[src/rtl/decode_scoreboard.sv]
// Decode stage with a per-register pending-write scoreboard; all state updates on the falling clock edge.
// Optional WB_BYPASS_EN: the hazard check discounts a writeback that retires in the same cycle.
module decode_scoreboard #(
  parameter int unsigned PC_WIDTH   = 16,
  parameter int unsigned IR_WIDTH   = 32,
  parameter int unsigned NUM_REGS   = 16,
  parameter int unsigned CNT_WIDTH  = 2,
  parameter logic [7:0]  NOP_OPCODE = 8'hFF,
  parameter logic [3:0]  BR_CLASS   = 4'hC,
  parameter logic [3:0]  ST_CLASS   = 4'hB
) (
  input  logic                I_CLOCK,
  input  logic                I_RESET,
  input  logic                I_LOCK,
  input  logic [PC_WIDTH-1:0] I_PC,
  input  logic [IR_WIDTH-1:0] I_IR,
  input  logic                I_FE_Valid,
  input  logic                I_BranchAddrSelect,
  input  logic                I_GPUStallSignal,
  input  logic                I_WB_Valid,
  input  logic [3:0]          I_WB_DestReg,
  output logic                O_LOCK,
  output logic [PC_WIDTH-1:0] O_PC,
  output logic [IR_WIDTH-1:0] O_IR,
  output logic [3:0]          O_DestReg,
  output logic [3:0]          O_Src1,
  output logic [3:0]          O_Src2,
  output logic                O_DE_Valid,
  output logic                O_BranchStallSignal,
  output logic                O_DepStallSignal
);

  localparam logic [IR_WIDTH-1:0]  NopWord = {NOP_OPCODE, {(IR_WIDTH - 8){1'b0}}};
  localparam logic [CNT_WIDTH-1:0] CntMax  = '1;

  typedef enum logic [0:0] {StIdle, StBrWait} state_e;

  state_e                state_q, state_d;
  logic [CNT_WIDTH-1:0]  cnt_q   [NUM_REGS];
  logic [CNT_WIDTH-1:0]  cnt_d   [NUM_REGS];
  logic [CNT_WIDTH-1:0]  cnt_eff [NUM_REGS];
  logic                  lock_q, lock_d;
  logic [PC_WIDTH-1:0]   pc_q, pc_d;
  logic [IR_WIDTH-1:0]   ir_q, ir_d;
  logic [3:0]            dest_q, dest_d, src1_q, src1_d, src2_q, src2_d;
  logic                  valid_q, valid_d;

  logic [3:0] dest, src1, src2;
  logic       live, is_br, writes, hazard, issue;

  assign dest   = I_IR[23:20];
  assign src1   = I_IR[19:16];
  assign src2   = I_IR[11:8];
  assign live   = I_FE_Valid && (I_IR[31:24] != NOP_OPCODE);
  assign is_br  = (I_IR[31:28] == BR_CLASS);
  assign writes = live && !is_br && (I_IR[31:28] != ST_CLASS);

  // Count seen by the hazard check; with bypass a retiring write no longer blocks.
  always_comb begin
    for (int unsigned r = 0; r < NUM_REGS; r++) begin
      cnt_eff[r] = cnt_q[r];
`ifdef WB_BYPASS_EN
      if (I_WB_Valid && (I_WB_DestReg == 4'(r)) && (cnt_q[r] != '0)) begin
        cnt_eff[r] = cnt_q[r] - 1'b1;
      end
`endif
    end
  end

  assign hazard = live && ((cnt_eff[src1] != '0) || (cnt_eff[src2] != '0) ||
                           (writes && (cnt_eff[dest] == CntMax)));
  assign issue  = (state_q == StIdle) && live && !hazard && I_LOCK && !I_GPUStallSignal;

  assign O_BranchStallSignal = (state_q == StBrWait) ? 1'b1 : (live && is_br && !hazard);
  assign O_DepStallSignal    = I_FE_Valid && (hazard || I_GPUStallSignal) && (state_q == StIdle);

  always_comb begin
    state_d = state_q;
    unique case (state_q)
      StIdle:   if (issue && is_br) state_d = StBrWait;
      StBrWait: if (I_BranchAddrSelect) state_d = StIdle;
      default:  state_d = StIdle;
    endcase
  end

  always_comb begin
    lock_d  = lock_q;
    pc_d    = pc_q;
    ir_d    = ir_q;
    dest_d  = dest_q;
    src1_d  = src1_q;
    src2_d  = src2_q;
    valid_d = valid_q;
    if (!I_GPUStallSignal) begin
      lock_d = I_LOCK;
      if (issue) begin
        pc_d    = I_PC;
        ir_d    = I_IR;
        dest_d  = dest;
        src1_d  = src1;
        src2_d  = src2;
        valid_d = 1'b1;
      end else begin
        ir_d    = NopWord;
        valid_d = 1'b0;
      end
    end
  end

  // Issue and retire to the same register in one cycle cancel out.
  always_comb begin
    logic inc, dec;
    inc = 1'b0;
    dec = 1'b0;
    for (int unsigned r = 0; r < NUM_REGS; r++) begin
      cnt_d[r] = cnt_q[r];
      inc = issue && writes && (dest == 4'(r));
      dec = I_WB_Valid && (I_WB_DestReg == 4'(r));
      if (I_LOCK) begin
        if (inc && !dec) begin
          cnt_d[r] = cnt_q[r] + 1'b1;
        end else if (dec && !inc && (cnt_q[r] != '0)) begin
          cnt_d[r] = cnt_q[r] - 1'b1;
        end
      end
    end
  end

  always_ff @(negedge I_CLOCK or posedge I_RESET) begin
    if (I_RESET) begin
      state_q <= StIdle;
      for (int unsigned r = 0; r < NUM_REGS; r++) cnt_q[r] <= '0;
      lock_q  <= 1'b0;
      pc_q    <= '0;
      ir_q    <= NopWord;
      dest_q  <= '0;
      src1_q  <= '0;
      src2_q  <= '0;
      valid_q <= 1'b0;
    end else begin
      state_q <= state_d;
      for (int unsigned r = 0; r < NUM_REGS; r++) cnt_q[r] <= cnt_d[r];
      lock_q  <= lock_d;
      pc_q    <= pc_d;
      ir_q    <= ir_d;
      dest_q  <= dest_d;
      src1_q  <= src1_d;
      src2_q  <= src2_d;
      valid_q <= valid_d;
    end
  end

  assign O_LOCK     = lock_q;
  assign O_PC       = pc_q;
  assign O_IR       = ir_q;
  assign O_DestReg  = dest_q;
  assign O_Src1     = src1_q;
  assign O_Src2     = src2_q;
  assign O_DE_Valid = valid_q;

endmodule
[config.mk]
export PLATFORM = sky130hd
export DESIGN_NAME = decode_scoreboard
export DESIGN_NICKNAME = d
export VERILOG_FILES = /design/src/rtl/decode_scoreboard.sv
export SDC_FILE = /design/constraint.sdc
export NUM_CORES = 1
export LEC_CHECK = 0
export CORE_ASPECT_RATIO = 1.2
export CORE_MARGIN = 1.5
export CORE_UTILIZATION = 55
export CTS_CLUSTER_SIZE = 12
export DETAILED_ROUTE_END_ITERATION = 16
export PLACE_DENSITY = 0.9
export SETUP_SLACK_MARGIN = 0.4
export SLEW_MARGIN = 40
export SYNTH_ARGS = -nofsm -noshare
export SYNTH_HDL_FRONTEND = slang
export SYNTH_SLANG_ARGS = --single-unit
export TNS_END_PERCENT = 30
[constraint.sdc]
create_clock -name I_CLOCK -period 4.53 [get_ports I_CLOCK]
set_clock_uncertainty 0.15 [all_clocks]
set_input_delay 0.6795 -clock I_CLOCK [delete_from_list [all_inputs] [get_ports I_CLOCK]]
set_output_delay 0.6795 -clock I_CLOCK [all_outputs]
set_load 0.03 [all_outputs]
==> results by group, run 1 <==
Clocking
  • # clock sinks: 95
  • Clock root cell: clkbuf_16
  • Clock Path Buffers: 2
  • H-tree depth: 3
  • Total CTS buffers: 9

GRT
  • Gr usage total: 69.6%
  • Pin count of the biggest net entering global routing: 69
  • First-pass GRT wire length: 55200 um
  • Vias in the first global route: 8262
  • Grt ovf: 2

Status
  • Error: [ERROR GRT-0116] Global routing finished with congestion. Check the congestion regions in the DRC Viewer.
  • Status: stopped before the end
  • Exit stage: global routing (5_1_grt)

Placed design
  • Placed cells: 926
  • HPWL Detailed: 15600 um
  • Gpl congestion: 0.987
  • Area after DPL: 0.00792 sq mm
  • DP Worst Slack: -1460 ps
  • Port Buf Inserts: 122

Synthesis
  • Synthesized instance count: 587
  • Post-synth net total: 646
  • Netlist cell types: 58
  • Area leader, netlist: dfrtn_1
  • Main synth FF type: dfrtn_1
  • Ranking of synthesized cells by area: dfrtn_1 (38%), mux2_2 (5.5%), nand2_1 (4.2%)
  • Yosys warns: 0
  • Part of the Yosys area used for sequential elements: 41.7%
  • Post-synth top area share: 38.0%
  • Syn_area_per_cell: 9.75 sq um
  • Post-synth ARST share: 100%
  • Mapped cell area: 0.00572 sq mm
  • #FFs+latches synth: 95
  • EDFF count, synth: 0
  • Top-count cell post-synth: dfrtn_1
  • Synth top cells by count: dfrtn_1 (87), nand2_1 (64), nor2_1 (38)

Floorplan
  • Num ports: 123
  • Initial Util: 56.9%
  • Die height: 115 um
  • Row count: 40
  • DIE WIDTH: 96.1 um
-- stage by stage --
stage	util [%]	TNS, ps
2_1_floorplan	-	-42440
3_3_place_gp	78.7	-113950
3_5_place_dp	78.7	-125590
4_1_cts	87.7	-37100
-- cell families after synthesis --
group / count (synthesis) / share of synthesized area, %
muxes: 45 / 8.48
DFF: 95 / 41.7
and+or+nand+nor: 247 / 26.6
AOI/OAI and AO/OA: 129 / 16.9
xor gates and xnor gates: 5 / 0.765
buffers and inverters: 66 / 5.53
-- layer usage --
layer	track usage (%)	overflow
met5	19.9	0
met4	60.9	1
met3	54.4	0
met2	83.5	1
met1	75.1	0
-- repair_timing --
action	in CTS
resized for setup	483
hold buffers	0
setup buffers	35
gates cloned	4
pin swaps	48
setup endpoints to repair	158
==> run 2: changes to the inputs <==
--- a/config.mk
+++ b/config.mk
@@ -5,13 +5,10 @@
 export SDC_FILE = /design/constraint.sdc
 export NUM_CORES = 1
 export LEC_CHECK = 0
-export CORE_ASPECT_RATIO = 1.2
 export CORE_MARGIN = 1.5
-export CORE_UTILIZATION = 55
-export CTS_CLUSTER_SIZE = 12
+export CORE_UTILIZATION = 40
 export DETAILED_ROUTE_END_ITERATION = 16
-export PLACE_DENSITY = 0.9
-export SETUP_SLACK_MARGIN = 0.4
+export PLACE_DENSITY_LB_ADDON = 0.15
 export SLEW_MARGIN = 40
 export SYNTH_ARGS = -nofsm -noshare
 export SYNTH_HDL_FRONTEND = slang
==> results by group, run 2 <==
Floorplan
  • Num ports: 123 (unchanged)
  • Core footprint: 0.0139 sq mm
  • Initial Util: 41.1% (-16 points)
  • Row count: 43 (+7.5%)
  • Die height: 123 um (+6.9%)
  • DIE WIDTH: 123 um (+28%)
  • Die area: 0.0150 sq mm

Cells and area
  • Non-filler cells, final: 1060
  • Commonest non-fill, non-tap cell in the layout: buf_4
  • Fillcell total: 1077
  • Finished Core Util: 67.0%
  • Area Overhead vs Synth: 63.1%
  • FF/Latch Area: 0.00239 sq mm
  • Share of layout cells above drive strength 1: 35.1%
  • ANT cells: 0
  • Final Net Count: 934
  • Fin area: 0.00934 sq mm
  • Most frequent cells in the layout: buf_4 (140), dfrtn_1 (87), nand2_1 (61), dlygate4sd2_1 (58)
  • Multi-input gate area: 0.00341 sq mm

Synthesis
  • Post-synth net total: 646 (unchanged)
  • Syn_area_per_cell: 9.75 sq um (unchanged)
  • Mapped cell area: 0.00572 sq mm (unchanged)
  • Synthesized instance count: 587 (unchanged)
  • Area leader, netlist: dfrtn_1
  • Post-synth ARST share: 100% (unchanged)
  • Ranking of synthesized cells by area: dfrtn_1 (38%), mux2_2 (5.5%), nand2_1 (4.2%)
  • Part of the Yosys area used for sequential elements: 41.7% (unchanged)
  • Main synth FF type: dfrtn_1
  • EDFF count, synth: 0 (unchanged)
  • #FFs+latches synth: 95 (unchanged)
  • Yosys warns: 0 (unchanged)
  • Top-count cell post-synth: dfrtn_1
  • Synth top cells by count: dfrtn_1 (87), nand2_1 (64), nor2_1 (38)
  • Netlist cell types: 58 (unchanged)
  • Post-synth top area share: 38.0% (unchanged)

Worst setup path
  • Startpoint types: flip-flop
  • Crit Path Category: flip-flop to output port
  • Crit path arrival time: 4650 ps
  • R2r setup slk: 1570 ps
  • FF-to-FF path depth: 13
  • Crit path largest cell delay: 400 ps
  • Crit path max-delay family: compound AO/OA/AOI/OAI gates
  • CP Max Fanout: 4
  • Worst setup EP type: output port
  • CP cell instances: buf_4, nand2_1, o21ai_1, o2111ai_1, nand4_2, a311oi_4, buf_4, nor2_1, o21ba_2, buf_6
  • R2R Path End: cnt_eff[8]
  • Worst path slowest cell: dfrtn_1
  • Required time worst endpoint: 3700 ps
  • WP buf/inv: 3
  • Most used cell along the critical path: buf_4
  • Reg2reg start: cnt_eff[10]

GRT
  • Initial antenna violation count: 1
  • Vias in the first global route: 5881
  • Grt ovf: 0
  • Pin count of the biggest net entering global routing: 66
  • Gr usage total: 26.1%
  • First-pass GRT wire length: 30100 um

Clocking
  • Total CTS buffers: 9 (unchanged)
  • Clock root cell: clkbuf_16
  • CTS tree: done
  • Clock Path Buffers: 2 (unchanged)
  • Clk_lat worst skew: 360 ps
  • Worst-path clk slew: 50 ps
  • H-tree depth: 3 (unchanged)
  • # clock sinks: 95 (unchanged)
  • Post-cts hold buffer count: 0 (unchanged)

Route
  • Drt first pass iters: 8
  • Drt drc: 0
  • Vias per cell: 5.66
  • DRT Wirelength: 20200 um
  • WL met3: 1320 um
  • Met2 Wirelength: 9990 um
  • Vias: 5995
  • 1st-iter DRT viols: 512
  • Post-Route M1 WL: 8060 um
  • WL/cell: 19.0 um
  • Highest routed layer: met5
  • Routed Antenna Nets: 0

STA
  • Fin Hold WS: 284 ps
  • Hold Fails Final Rpt: 0
  • Final setup fails: 96
  • Worst Tran Pin Value: 485 ps
  • Final-report max-slew violation count: 0
  • Setup WS post-layout: -950 ps
  • RSZ-0062 raised after global routing: yes
  • Slew headroom: 67.6%
  • Setup TNS: -32610 ps

Status
  • Violated checks: negative setup slack
  • Status: finished with violations

Pwr
  • Peak supply drop: 173 uV
  • Leak: 4.38 nW
  • Power per cell area: 274 mW/mm^2
  • Total Power: 2.55 mW

Flow run
  • Max Cap Viol: 0

Min path
  • HP Class: flip-flop to flip-flop
  • Worst hold start: O_LOCK
  • Endpoint of the worst hold path: O_LOCK
  • Hold depth: 2

Placed design
  • Gpl congestion: 0.932 (-5.6%)
  • Port Buf Inserts: 122 (unchanged)
  • HPWL Detailed: 13500 um (-13%)
  • Area after DPL: 0.00807 sq mm (+1.8%)
  • Placed cells: 989 (+6.8%)
  • DP Worst Slack: -1390 ps (+68.0 ps)
run 2: cell counts after synthesis:
No cell type changed its count.
run 2: worst max-delay path by stage:
stage	startpoint	slack, ps	to	cells past startpoint
2_1_floorplan	I_IR[21]	-740	O_PC[10]	9
3_3_place_gp	I_IR[8]	-1330	cnt_eff[24]	9
3_5_place_dp	I_IR[16]	-1390	cnt_eff[28]	10
4_1_cts	cnt_eff[31]	-900	O_DepStallSignal	10
5_1_grt	cnt_eff[10]	-990	O_DepStallSignal	10
6_report	cnt_eff[28]	-950	O_DepStallSignal	10
run 2: repair_timing:
action                     4_1_cts  5_1_grt
pin swaps                       42       23
setup buffers                   39        4
setup endpoints to repair      144      110
gates resized for setup        168       81
gates cloned                     4        2
run 2: final cells by class:
type,instances,area share (%)
Multi-Input combinational cell,427,36.6
Timing Repair Buffer,303,30.5
Sequential cell,95,25.6
Clock buffer,11,2.71
Tap cell,180,2.41
Inverter,31,1.29
Clock inverter,13,0.952
run 2: kinds of logic after synthesis:
kind of cell / count (synthesis) / synth area share, %
XOR/XNOR: 5 / 0.765
AO/OA/AOI/OAI: 129 / 16.9
buffers and inverters: 66 / 5.53
AND/OR/NAND/NOR: 247 / 26.6
multiplexers: 45 / 8.48
flip-flops: 95 / 41.7
run 2: routing by layer:
metal | up-vias | global-route usage, %
met5 | - | 0
li1 | 2730 | -
met2 | 299 | 44.6
met3 | 69 | 4.23
met1 | 2895 | 32.0
met4 | 2 | 12.9
run 2: worst reg2reg max path, stage by stage, from the launching register on:
cell and delay [ps]:
dfrtn_1 400, buf_4 160, nor4b_4 300, nor4b_2 80
nand2_1 150, nand3_4 110, buf_4 150, buf_6 130
buf_12 150, buf_4 150, nor4_4 280, buf_4 190
mux2i_1 70, a221o_1 330
run 2: power breakdown:
group / internal, mW / switching, mW
Combinational: 0.347 / 0.398
Sequential: 0.936 / 0.0442
Clock: 0.470 / 0.360
No activity file was read; power rests on OpenSTA's default activity.
